## config.mk

```make
export PLATFORM = sky130hd
export DESIGN_NAME = mps_op_seq
export DESIGN_NICKNAME = d
export VERILOG_FILES = /design/src/rtl/mps_op_seq_pkg.sv /design/src/rtl/mps_step_qual.sv /design/src/rtl/mps_op_seq.sv
export SDC_FILE = /design/constraint.sdc
export NUM_CORES = 1
export LEC_CHECK = 0
export CORE_MARGIN = 4
export CORE_UTILIZATION = 35
export DETAILED_ROUTE_END_ITERATION = 10
export HOLD_SLACK_MARGIN = 0.12
export SLEW_MARGIN = 20
export SYNTH_ARGS = -nofsm -noshare
export SYNTH_HDL_FRONTEND = slang
export SYNTH_HIERARCHICAL = 1
export SYNTH_SLANG_ARGS = --single-unit
```

## constraint.sdc

```tcl
create_clock -name i_clk -period 4.75 [get_ports i_clk]
set_input_delay 0.95 -clock i_clk [delete_from_list [all_inputs] [get_ports i_clk]]
set_output_delay 0.95 -clock i_clk [all_outputs]
set_load 0.03 [all_outputs]
```

## src/rtl/mps_op_seq_pkg.sv

```systemverilog
// Shared encodings for the MPS on/off sequencer: phase codes, off states, fail codes.
// Also provides the step-index width helper used by the top level.
package mps_op_seq_pkg;

  typedef enum logic [2:0] {
    ON_IDLE   = 3'd0,
    ON_CLR    = 3'd1,
    ON_CHK    = 3'd2,
    ON_DONE   = 3'd3,
    ON_SYS_ON = 3'd4,
    ON_FAIL   = 3'd7
  } on_phase_t;

  typedef enum logic [1:0] {
    OFF_IDLE    = 2'd0,
    OFF_MAIN    = 2'd1,
    OFF_DISCHA  = 2'd2,
    OFF_SYS_OFF = 2'd3
  } off_state_t;

  typedef enum logic [1:0] {
    FC_NONE   = 2'd0,
    FC_INTL   = 2'd1,
    FC_ON_TO  = 2'd2,
    FC_OFF_TO = 2'd3
  } fail_code_t;

  function automatic int step_w(input int n);
    return (n > 1) ? $clog2(n) : 1;
  endfunction

endpackage

```

## src/rtl/mps_step_qual.sv

```systemverilog
// Hold/timeout qualifier: pass once cond held hold+1 cycles, expire after timeout active cycles.
// Latency: pass/expire are combinational from registered counts; no backpressure.
module mps_step_qual
  import mps_op_seq_pkg::*;
#(
  parameter int HOLD_W = 28,
  parameter int TO_W   = 29
) (
  input  logic              clk,
  input  logic              rst_n,
  input  logic              cond,
  input  logic              restart,
  input  logic [HOLD_W-1:0] hold,
  input  logic [TO_W-1:0]   timeout,
  output logic              pass,
  output logic              expire
);

  logic [HOLD_W-1:0] hold_cnt;
  logic [TO_W-1:0]   to_cnt;
  logic [TO_W-1:0]   to_nxt;

  // to_nxt counts the current cycle, so expiry lands after exactly 'timeout' active cycles
  always_comb begin
    to_nxt = (&to_cnt) ? to_cnt : to_cnt + TO_W'(1);
    pass   = cond && (hold_cnt >= hold);
    expire = (timeout != '0) && (to_nxt == timeout);
  end

  always_ff @(posedge clk or negedge rst_n) begin
    if (!rst_n) begin
      hold_cnt <= '0;
      to_cnt   <= '0;
    end else if (restart) begin
      hold_cnt <= '0;
      to_cnt   <= '0;
    end else begin
      if (!cond)
        hold_cnt <= '0;
      else if (!(&hold_cnt))
        hold_cnt <= hold_cnt + HOLD_W'(1);
      to_cnt <= to_nxt;
    end
  end

endmodule

```

## src/rtl/mps_op_seq.sv

```systemverilog
// MPS power sequencer: N_STEP qualified on-steps plus a 3-stage off sequence with fail latch.
// Latency: 1-cycle registered voltage compares; flags are single-cycle pulses, no backpressure.
module mps_op_seq
  import mps_op_seq_pkg::*;
#(
  parameter int N_STEP = 5,
  parameter int DI_W   = 16,
  parameter int V_W    = 32,
  parameter int HOLD_W = 28,
  parameter int TO_W   = 29
) (
  input  logic                          i_clk,
  input  logic                          i_rst,
  input  logic                          i_op_on_flag,
  input  logic                          i_op_off_flag,
  input  logic                          i_op_intl,
  input  logic [DI_W-1:0]               i_ext_di,
  input  logic signed [V_W-1:0]         i_dc_v,
  input  logic signed [V_W-1:0]         i_v_on_th,
  input  logic signed [V_W-1:0]         i_v_off_th,
  input  logic [N_STEP*4-1:0]           i_step_sel,
  input  logic [N_STEP-1:0]             i_step_pol,
  input  logic [N_STEP-1:0]             i_step_kind,
  input  logic [HOLD_W-1:0]             i_hold,
  input  logic [TO_W-1:0]               i_timeout,
  output logic [2:0]                    o_on_phase,
  output logic [step_w(N_STEP)-1:0]     o_on_step,
  output logic [1:0]                    o_off_state,
  output logic [step_w(N_STEP)-1:0]     o_fail_step,
  output logic [1:0]                    o_fail_code,
  output logic                          o_sys_on
);

  localparam int SW = step_w(N_STEP);
  localparam logic [SW-1:0] LAST = SW'(N_STEP - 1);

  on_phase_t   phase;
  off_state_t  off_st;
  fail_code_t  fail_code;
  logic [SW-1:0] step, fail_step;
  logic        sys_on, v_on_ok, v_off_ok;
  logic [3:0]  cur_sel;
  logic        cur_pol, cur_kind, di_bit, on_cond;
  logic        on_pass, on_expire, off_pass, off_expire;
  logic        off_cond, off_restart, off_to_evt;
  logic [TO_W-1:0] off_timeout;

  always_comb begin
    cur_sel  = '0;
    cur_pol  = 1'b0;
    cur_kind = 1'b0;
    for (int i = 0; i < N_STEP; i++) begin
      if (int'(step) == i) begin
        cur_sel  = i_step_sel[i*4 +: 4];
        cur_pol  = i_step_pol[i];
        cur_kind = i_step_kind[i];
      end
    end
    // Indices beyond the DI bus read as 0
    di_bit = 1'b0;
    for (int i = 0; i < DI_W; i++) begin
      if (int'(cur_sel) == i)
        di_bit = i_ext_di[i];
    end
    on_cond = cur_kind ? v_on_ok : (di_bit == cur_pol);

    off_cond    = (off_st == OFF_MAIN);
    off_restart = !(off_st == OFF_MAIN || off_st == OFF_DISCHA) || (off_st == OFF_MAIN && off_pass);
    off_timeout = (off_st == OFF_DISCHA) ? i_timeout : '0;
    off_to_evt  = (off_st == OFF_DISCHA) && !v_off_ok && off_expire;
  end

  always_ff @(posedge i_clk or negedge i_rst) begin
    if (!i_rst) begin
      v_on_ok  <= 1'b0;
      v_off_ok <= 1'b0;
    end else begin
      v_on_ok  <= i_dc_v > i_v_on_th;
      v_off_ok <= i_dc_v < i_v_off_th;
    end
  end

  mps_step_qual #(.HOLD_W(HOLD_W), .TO_W(TO_W)) u_on_qual (
    .clk(i_clk), .rst_n(i_rst), .cond(on_cond), .restart(phase != ON_CHK),
    .hold(i_hold), .timeout(i_timeout), .pass(on_pass), .expire(on_expire)
  );

  mps_step_qual #(.HOLD_W(HOLD_W), .TO_W(TO_W)) u_off_qual (
    .clk(i_clk), .rst_n(i_rst), .cond(off_cond), .restart(off_restart),
    .hold(i_hold), .timeout(off_timeout), .pass(off_pass), .expire(off_expire)
  );

  always_ff @(posedge i_clk or negedge i_rst) begin
    if (!i_rst) begin
      off_st <= OFF_IDLE;
    end else begin
      case (off_st)
        OFF_IDLE:    if (i_op_off_flag) off_st <= OFF_MAIN;
        OFF_MAIN:    if (off_pass) off_st <= OFF_DISCHA;
        OFF_DISCHA:  if (v_off_ok) off_st <= OFF_SYS_OFF;
                     else if (off_expire) off_st <= OFF_IDLE;
        default:     off_st <= OFF_IDLE;
      endcase
    end
  end

  // On FSM also owns the fail latch; an on-side failure overrides a same-cycle off timeout
  always_ff @(posedge i_clk or negedge i_rst) begin
    if (!i_rst) begin
      phase     <= ON_IDLE;
      step      <= '0;
      sys_on    <= 1'b0;
      fail_code <= FC_NONE;
      fail_step <= '0;
    end else begin
      if (off_to_evt) begin
        fail_code <= FC_OFF_TO;
        fail_step <= '0;
      end
      case (phase)
        ON_IDLE: if (i_op_on_flag && !i_op_off_flag) phase <= ON_CLR;
        ON_FAIL: phase <= ON_IDLE;
        default: begin
          if (i_op_intl) begin
            phase     <= ON_FAIL;
            fail_code <= FC_INTL;
            fail_step <= step;
            sys_on    <= 1'b0;
          end else if (i_op_off_flag && phase != ON_SYS_ON) begin
            phase <= ON_IDLE;
          end else begin
            case (phase)
              ON_CLR: begin
                step      <= '0;
                fail_code <= FC_NONE;
                fail_step <= '0;
                phase     <= ON_CHK;
              end
              ON_CHK: begin
                if (on_pass) begin
                  phase <= ON_DONE;
                end else if (on_expire) begin
                  phase     <= ON_FAIL;
                  fail_code <= FC_ON_TO;
                  fail_step <= step;
                end
              end
              ON_DONE: begin
                if (step == LAST) begin
                  phase  <= ON_SYS_ON;
                  sys_on <= 1'b1;
                end else begin
                  step  <= step + SW'(1);
                  phase <= ON_CHK;
                end
              end
              ON_SYS_ON: begin
                if (off_st == OFF_SYS_OFF) begin
                  phase  <= ON_IDLE;
                  sys_on <= 1'b0;
                end
              end
              default: phase <= ON_IDLE;
            endcase
          end
        end
      endcase
    end
  end

  assign o_on_phase  = phase;
  assign o_on_step   = step;
  assign o_off_state = off_st;
  assign o_fail_step = fail_step;
  assign o_fail_code = fail_code;
  assign o_sys_on    = sys_on;

endmodule
```

==> results of run 1 <==
## layout make-up
class | count | area, sq um
multi-input combinational | 1252 | 8610
tap | 461 | 577
fill | 3645 | 19700
clock inverter | 15 | 169
timing repair buffer | 262 | 2510
inverter | 146 | 548
clock buffer | 17 | 425
sequential | 130 | 3250
## worst paths after layout
check / slack [ns] / end / depth (start not counted) / from
max: 0.43 / o_fail_step[1] / 14 / u_on_qual/to_cnt[25]
min: 0.47 / u_on_qual/hold_cnt[15] / 1 / i_rst
max reg2reg: 0.43 / o_fail_step[1] / 14 / u_on_qual/to_cnt[25]
min reg2reg: 0.49 / o_off_state[0] / 2 / v_off_ok
max in group asynchronous: 3.32 / u_off_qual/hold_cnt[15] / 2 / i_rst
min in group i_clk: 0.49 / o_off_state[0] / 2 / v_off_ok
## per-layer routing
layer	vias to the layer above	track usage, %	routed length (um)
met2	328	34.1	19300
met5	-	0	0
li1	6074	-	-
met1	5863	26.1	18100
met4	0	6.18	1010
met3	53	3.18	1870
## metrics by stage
stage / utilization, % / instance area (sq um) / worst slack, ns / std cells
after floorplan: - / 12700 / 0.534 / 1589
after global placement: 43.4 / 15500 / 0.0779 / 2251
after detailed placement: 43.4 / 15500 / 0.0139 / 2251
after CTS: 45.0 / 16100 / 0.457 / 2283
after global routing: 45.0 / 16100 / 0.0160 / 2283
final: 45.0 / 16100 / 0.428 / 2283
## critical path, stage by stage, from the launching register on
cell and delay, ns:
dfrtp_1 0.48, and4_1 0.48, nand4_4 0.30, o31a_1 0.47, and3_1 0.25, xor2_1 0.14, o21ai_0 0.37, or4b_1 0.56
nor4_2 0.23, buf_4 0.16, nor4bb_1 0.23, o21ai_0 0.15, nand2_1 0.09, nor2_1 0.07, a22o_1 0.23
## power breakdown
part	leakage, uW	internal (uW)	switching [uW]
registers	0.00176	1160	82.8
clock network	0.000284	788	573
logic	0.00515	686	847
## registers in the layout (all words and copies together) (netlist names)
name / count
u_off_qual/to_cnt: 29
u_on_qual/to_cnt: 29
u_off_qual/hold_cnt: 28
u_on_qual/hold_cnt: 28
o_fail_step: 3
o_on_phase: 3
o_on_step: 3
o_fail_code: 2
o_off_state: 2
o_sys_on: 1
v_off_ok: 1
v_on_ok: 1
## cells by family (layout without fill, tap and decap cells)
group,count (synthesis),count (layout),synth area share [%]
simple gates,669,669,28.0
flops,130,130,25.6
xor+xnor,140,140,9.75
fa+ha+maj,128,128,12.6
mux,20,20,1.70
buf+inv,207,440,6.87
compound gates,295,295,15.5
## cell usage in the layout (no fill, tap or decap), drive strengths merged, types with 17 or more instances in the layout
cell and count:
or3 20, ha 128, and2 41, a21o 34, xor2 62, xnor2 77
and3 30, nor4 28, nand4 58, nand3 57, inv 154, nand2b 17
a21oi 67, dfrtp 130, nor2 174, clkbuf 17, nor2b 28, nand2 117
nor3 42, clkdlybuf4s50 216, o21ai 73, buf 46
==> out/qor.yml, run 1 <==
status:
  status: "completed"
sta:
  hold_violations: 0
  slew_violations: 0
  finalClockSkew_ns: 0.0113
  holdWs_ns: 0.468
  slew_headroom_pct: 50.6
  worst_pin_slew_ns: 0.736
  timing.final.crit_share_pct: 91.0
  setup_viol: 0
  finalSetupTns_ns: 0
  max_freq_mhz: 231
  post-route-min-period_ns: 4.32
  rsz0062_at_grt: "false"
power:
  finalPower_uw: 4140
  p_leak_uw: 0.00719
  ir_worst_vdd_mv: 0.204
  power_density_nw_per_um2: 257
logic_synthesis:
  syn_area_sq_um: 12700
  yosys.cell_count.top_type: "nor2_1"
  synth_top_area_share_pct: 25.6
  ys_ff_latch: 130
  postSynthCellCount: 1589
  synthDominantAreaCellType: "dfrtp_1"
  synth_edf_count: 0
  syn_avg_cell_area_sq_um: 8.01
  seq_area_frac_synth_pct: 25.6
  yosysUniqueCellTypes: 94
  syn-num-nets: 1921
  yosysWarningCount: 6
  synth.top_cells.by_area: "dfrtp_1 26%, ha_1 13%, xnor2_1 5.3%, nor2_1 5.1%, inv_1 4.3%"
  synthTopCellsByCount: "174 x nor2_1, 146 x inv_1, 130 x dfrtp_1, 128 x ha_1, 115 x nand2_1"
  synth_ff_type: "dfrtp_1"
  async_flop_share_pct: 100
cells_and_area:
  diodes: 0
  syn_to_final_growth_pct: 26.4
  layout.nets: 2141
  drive_gt1_share_pct: 6.31
clocking:
  h-tree-depth: 4
  cts_setup_buffers: 0
  path_clk_slew_ns: 0.07
  clk_latency_ns: 0.43
  cts-resized-gates: 0
  cts_buffer_depth: 2
  cts_tree: "built"
  cts_buffers: 17
  cts_sinks: 130
  hold_buffers: 0
  root_buffer: "clkbuf_16"
worst_setup_path:
  critPathLaunchType: "register"
  crit_arrival_ns: 4.64
  critPathMaxFanout: 13
  endpoint_kind: "register"
  path_class: "register to register"
  required_ns: 5.07
floorplan:
  io_pins: 218
  die_w_um: 199
  rows: 69
  initial_core_util_pct: 35.6
  core_area_sq_um: 35700
  die_area_sq_um: 39500
  die_h_um: 199
route:
  vias: 12318
  first_pass_iters: 5
  ant_nets: 0
  drc: 0
  wl_mm: 40.3
  first_iter_violations: 679
  vias_per_cell: 5.40
  wl_per_cell_um: 17.6
placed_design:
  io_buffers: 217
  dp_hpwl_mm: 32.8
  gp_congestion: 0.919
global_route:
  grt_pass1_vias: 12286
  grt_usage_pct: 20.0
  grt-ovfl-total: 0
  antenna_found_initial: 0
  grt_max_degree: 61
  grt_pass1_wl_mm: 63.7
run:
  maxCapViolations: 0
min_path:
  hold_path.class: "input pin to async pin"
Power figures use the tool's default switching activity.
==> run 2: changes to the inputs <==
--- a/config.mk
+++ b/config.mk
@@ -6,9 +6,11 @@
 export NUM_CORES = 1
 export LEC_CHECK = 0
 export CORE_MARGIN = 4
-export CORE_UTILIZATION = 35
+export CORE_UTILIZATION = 42
+export CTS_CLUSTER_SIZE = 10
 export DETAILED_ROUTE_END_ITERATION = 10
 export HOLD_SLACK_MARGIN = 0.12
+export PLACE_DENSITY = 0.66
 export SLEW_MARGIN = 20
 export SYNTH_ARGS = -nofsm -noshare
 export SYNTH_HDL_FRONTEND = slang
==> out/qor.yml, run 2 (same netlist as run 1, synthesis figures left out) <==
status:
  status: "completed"
floorplan:
  rows: 63  # -8.7%
  core_area_sq_um: 29800  # -17%
  die_area_sq_um: 33200  # -16%
  die_h_um: 182  # -8.4%
  initial_core_util_pct: 42.7  # +7.1 points
  io_pins: 218  # unchanged
  die_w_um: 182  # -8.4%
sta:
  worst_pin_slew_ns: 0.997  # +0.261 ns
  slew_headroom_pct: 33.5  # -17 points
  rsz0062_at_grt: "false"
  hold_violations: 0  # unchanged
  setup_viol: 0  # unchanged
  timing.final.crit_share_pct: 91.5  # +0.49 points
  finalClockSkew_ns: 0.0103  # -0.00103 ns
  max_freq_mhz: 230  # -0.53%
  slew_violations: 0  # unchanged
  post-route-min-period_ns: 4.35  # +0.0232 ns
  finalSetupTns_ns: 0  # unchanged
power:
  power_density_nw_per_um2: 255  # -0.76%
  p_int_uw: 2590  # -1.7%
  sw_frac_of_total_pct: 36.5  # +0.20 points
  p_sw_uw: 1490  # -0.84%
  p_leak_uw: 0.00719  # about the same
  p_comb_share_pct: 37.0  # about the same
  pwr-share-clk_pct: 32.5  # -0.4 points
  seqPwrFrac_pct: 30.5  # +0.5 points
  finalPower_uw: 4080  # -1.4%
  ir_worst_vdd_mv: 0.247  # +21%
cells_and_area:
  reg.largest.list: "u_off_qual/to_cnt: 29 flops, u_on_qual/to_cnt: 29 flops"
  layout.nets: 2141  # unchanged
  drive_gt1_share_pct: 6.31  # unchanged
  diodes: 0  # unchanged
  final_cell_mix: "216 x clkdlybuf4s50_1, 174 x nor2_1, 146 x inv_1"
  syn_to_final_growth_pct: 25.6
  final_common_cell: "clkdlybuf4s50_1"
  finalNonFillerCells: 2212  # -3.1%
placed_design:
  dp_hpwl_mm: 31.5  # -4.1%
  io_buffers: 217  # unchanged
  gp_congestion: 0.981  # +6.8%
  placed_cells: 2180  # -3.2%
route:
  wl_per_cell_um: 17.7  # +0.55%
  drc: 0  # unchanged
  wl_mm: 39.2  # -2.6%
  vias: 12432  # +0.93%
  first_pass_iters: 5  # unchanged
  ant_nets: 0  # unchanged
  vias_per_cell: 5.62  # +4.2%
  first_iter_violations: 871  # +28%
clocking:
  hold_buffers: 0  # unchanged
  cts_buffer_depth: 2  # unchanged
  path_clk_slew_ns: 0.07  # about the same
  cts_buffers: 17  # unchanged
  root_buffer: "clkbuf_16"
  cts_sinks: 130  # unchanged
  cts_setup_buffers: 0  # unchanged
  h-tree-depth: 4  # unchanged
  clk_latency_ns: 0.44  # about the same
  cts_tree: "built"
  cts-resized-gates: 0  # unchanged
worst_setup_path:
  critPathLaunchType: "register"
  required_ns: 5.08  # about the same
  path_class: "register to register"
  endpoint_kind: "register"
  reg2reg_from: "u_on_qual/to_cnt[25]"
  ff2ff_setup_slack_ns: 0.40  # -0.02 ns
  r2r-end: "o_fail_step[0]"
  cpMostUsedCell: "or4_1"
  crit_chain: "and4_1, nand4_4, o2111ai_2, mux2_1, o31ai_1, or4_1, or4_1, nor4_2, buf_4, nor4bb_1, o21ai_0, nand2_1, nor2_1, a22o_1"
  reg2reg_depth: 14  # unchanged
  cpMaxStageDelayCell: "or4_1"
  critPathMaxFanout: 13  # unchanged
  max_stage_delay_ns: 0.54  # -0.02 ns
  crit_arrival_ns: 4.67  # +0.03 ns
min_path:
  hold_depth: 1
  min_from: "o_fail_step[1]"
  hold_path.class: "register to register"
  hold-path-endpoint: "o_fail_step[1]"
global_route:
  grt_pass1_vias: 12586  # +2.4%
  grt_pass1_wl_mm: 63.4  # -0.54%
  grt_max_degree: 104  # +70%
  grt-ovfl-total: 0  # unchanged
  grt_usage_pct: 23.3  # +3.2 points
  antenna_found_initial: 0  # unchanged
run:
  maxCapViolations: 0  # unchanged
## run 2: layer usage
metal  vias to the layer above  global-route usage (%)  share of wire [%]
met5                         -                       0                  0
met4                         0                    8.71                3.7
met3                        88                    3.67                4.8
met2                       380                    40.6                 48
met1                      5890                    29.0                 43
li1                       6074                       -                  -
## run 2: through the flow
stage          util [%]  instance area (sq um)  hold WS [ns]  worst slack [ns]
6_report           53.7                  16000         0.518             0.405
5_1_grt            53.7                  16000         0.560            0.0991
4_1_cts            53.7                  16000         0.522             0.404
3_5_place_dp       51.7                  15400         0.502            0.0370
3_3_place_gp       51.7                  15400         0.495            0.0565
2_1_floorplan         -                  12700         0.441             0.534
## run 2: final cells by class
| class | count | area (sq um) |
|---|---|---|
| fill | 2841 | 13800 |
| multi-input combinational | 1252 | 8610 |
| sequential | 130 | 3250 |
| timing repair buffer | 262 | 2510 |
| inverter | 146 | 548 |
| tap | 390 | 488 |
| clock buffer | 18 | 439 |
| clock inverter | 14 | 144 |
## run 2: worst max-delay path, delay by kind of cell (launching register included)
| family | cells | cell delay (ns) |
|---|---|---|
| compound gates | 4 | 0.84 |
| flops | 1 | 0.48 |
| mux | 1 | 0.22 |
| buf+inv | 1 | 0.17 |
| simple gates | 8 | 2.50 |
## run 2: worst max path at each step
stage	startpoint	end	slack, ns
2_1_floorplan	o_on_step[2]	u_on_qual/hold_cnt[15]	0.53
3_3_place_gp	i_timeout[6]	o_fail_step[2]	0.06
3_5_place_dp	i_timeout[6]	o_fail_step[0]	0.04
4_1_cts	u_on_qual/to_cnt[25]	o_fail_step[0]	0.40
5_1_grt	i_timeout[6]	o_fail_step[1]	0.1
6_report	u_on_qual/to_cnt[25]	o_fail_step[0]	0.40
## run 2: power by group through the flow
stage	logic, uW	clock network [uW]	registers (uW)
after detailed placement	1500	0	1260
final	1510	1330	1250
after CTS	1510	1350	1240
after floorplan	900	0	1310
after global placement	1470	0	1260
after global routing	1660	1400	1260
==> run 3: changes to the inputs <==
--- a/config.mk
+++ b/config.mk
@@ -5,7 +5,6 @@
 export SDC_FILE = /design/constraint.sdc
 export NUM_CORES = 1
 export LEC_CHECK = 0
-export CORE_MARGIN = 4
 export CORE_UTILIZATION = 42
 export CTS_CLUSTER_SIZE = 10
 export DETAILED_ROUTE_END_ITERATION = 10
==> out/qor.yml, run 3 (same netlist as run 1, synthesis figures left out) <==
status:
  status: "completed"
floorplan:
  core_area_sq_um: 29700  # -0.26%
  die_h_um: 176  # -3.3%
  io_pins: 218  # unchanged
  rows: 63  # unchanged
  die_area_sq_um: 31000  # -6.5%
  initial_core_util_pct: 42.8  # +0.11 points
  die_w_um: 176  # -3.3%
worst_setup_path:
  critPathMaxFanout: 6  # -7
  critPathLaunchType: "register"
  required_ns: 5.06  # -0.02 ns
  endpoint_kind: "register"
  crit_arrival_ns: 4.74  # +0.07 ns
  crit_chain: "ha_1, nand3_1, or3_1, buf_4, o31ai_2, nor4_1, xnor2_1, o21ai_0, or4b_1, nor4_2, buf_4, nor4bb_1, o21ai_0, nand2_1, nor2_1, a22o_1"
  cp.buffers_inverters: 2  # +1
  cpMaxStageDelayCell: "or4b_1"
  crit_family: "simple AND/OR/NAND/NOR gates"
  max_stage_delay_ns: 0.59  # +0.05 ns
  ff2ff_setup_slack_ns: 0.32  # -0.08 ns
  path_class: "register to register"
sta:
  post-route-min-period_ns: 4.43  # +0.0830 ns
  finalClockSkew_ns: 0.00661  # -0.00366 ns
  slew_headroom_pct: 47.6  # +14 points
  layout_setup_ws_ns: 0.322  # -0.0830 ns
  rsz0062_at_grt: "false"
  timing.final.crit_share_pct: 93.2  # +1.7 points
  setup_viol: 0  # unchanged
  worst_pin_slew_ns: 0.780  # -0.217 ns
  hold_violations: 0  # unchanged
  finalSetupTns_ns: 0  # unchanged
  slew_violations: 0  # unchanged
  max_freq_mhz: 226  # -1.9%
global_route:
  grt_usage_pct: 25.1  # +1.9 points
  grt-ovfl-total: 0  # unchanged
  grt_pass1_vias: 12076  # -4.1%
  grt_pass1_wl_mm: 61.9  # -2.3%
  antenna_found_initial: 1  # +1
  grt_max_degree: 74  # -29%
clocking:
  cts_buffer_depth: 2  # unchanged
  path_clk_slew_ns: 0.06  # about the same
  cts_setup_buffers: 0  # unchanged
  cts-resized-gates: 0  # unchanged
  cts_tree: "built"
  cts_buffers: 17  # unchanged
  clk_latency_ns: 0.42  # -0.02 ns
  h-tree-depth: 4  # unchanged
  root_buffer: "clkbuf_16"
  hold_buffers: 0  # unchanged
  cts_sinks: 130  # unchanged
route:
  first_pass_iters: 5  # unchanged
  vias: 12348  # -0.68%
  first_iter_violations: 787  # -9.6%
  wl_per_cell_um: 17.3  # -2.3%
  vias_per_cell: 5.59  # -0.45%
  ant_nets: 0  # unchanged
  drc: 0  # unchanged
  wl_mm: 38.3  # -2.5%
cells_and_area:
  post-route-util_pct: 53.7  # +0.067 points
  syn_to_final_growth_pct: 25.4
  final_common_cell: "clkdlybuf4s50_1"
  drive_gt1_share_pct: 6.00  # -0.31 points
  layout.nets: 2135  # -0.28%
  final_cell_mix: "216 x clkdlybuf4s50_1, 174 x nor2_1, 146 x inv_1"
  reg.largest.list: "u_off_qual/to_cnt: 29 flops, u_on_qual/to_cnt: 29 flops"
placed_design:
  io_buffers: 217  # unchanged
  place_ws_ns: 0.0209  # -0.0161 ns
  dp_hpwl_mm: 30.8  # -2.1%
  gp_congestion: 0.992  # +1.2%
run:
  maxCapViolations: 0  # unchanged
min_path:
  hold_path.class: "register to register"
power:
  finalPower_uw: 4090  # +0.22%
  power_density_nw_per_um2: 256  # +0.37%
  ir_worst_vdd_mv: 0.233  # -5.8%
  p_leak_uw: 0.00717  # -0.27%
run 3: routing by layer:
layer | vias to the layer above | wire (um) | track usage [%]
met5 | - | 0 | 0
met2 | 359 | 18700 | 43.2
met3 | 70 | 1860 | 3.79
met4 | 0 | 1240 | 9.53
met1 | 5860 | 16500 | 31.5
li1 | 6059 | - | -
run 3: final timing paths:
path / from / end / cells past startpoint
setup / recovery: u_on_qual/to_cnt[0] / o_fail_step[0] / 16
hold / removal: o_fail_step[1] / o_fail_step[1] / 1
setup reg to reg: u_on_qual/to_cnt[0] / o_fail_step[0] / 16
hold reg to reg: o_fail_step[1] / o_fail_step[1] / 1
max in group asynchronous: i_rst / u_off_qual/to_cnt[24] / 2
min in group asynchronous: i_rst / u_on_qual/hold_cnt[13] / 1
run 3: per-stage QoR:
step | hold slack, ns | cell area, sq um | instances
after detailed placement | 0.496 | 15400 | 2174
after CTS | 0.504 | 16000 | 2206
after global routing | 0.525 | 16000 | 2207
final | 0.513 | 16000 | 2207
after floorplan | 0.441 | 12700 | 1589
after global placement | 0.495 | 15400 | 2174
run 3: final cells by class:
class	instances	area (sq um)
diodes	1	2.50
clock buffers	19	453
clock inverters	13	150
fillers	2812	13700
inverters	146	548
multi-input cells	1252	8610
flip-flops and latches	130	3250
well taps	390	488
repair buffers	256	2470
run 3: power by group:
group	leakage, uW	internal, uW	switching (uW)
Combinational	0.00512	685	820
Clock	0.000291	809	534
Sequential	0.00176	1160	82.4
run 3: worst reg2reg max path: stages, from the launching register on:
cell	delay [ns]
dfrtp_1	0.46
ha_1	0.20
nand3_1	0.19
or3_1	0.47
buf_4	0.21
o31ai_2	0.50
nor4_1	0.19
xnor2_1	0.17
o21ai_0	0.15
or4b_1	0.59
nor4_2	0.24
buf_4	0.16
nor4bb_1	0.24
o21ai_0	0.15
nand2_1	0.09
nor2_1	0.06
a22o_1	0.24
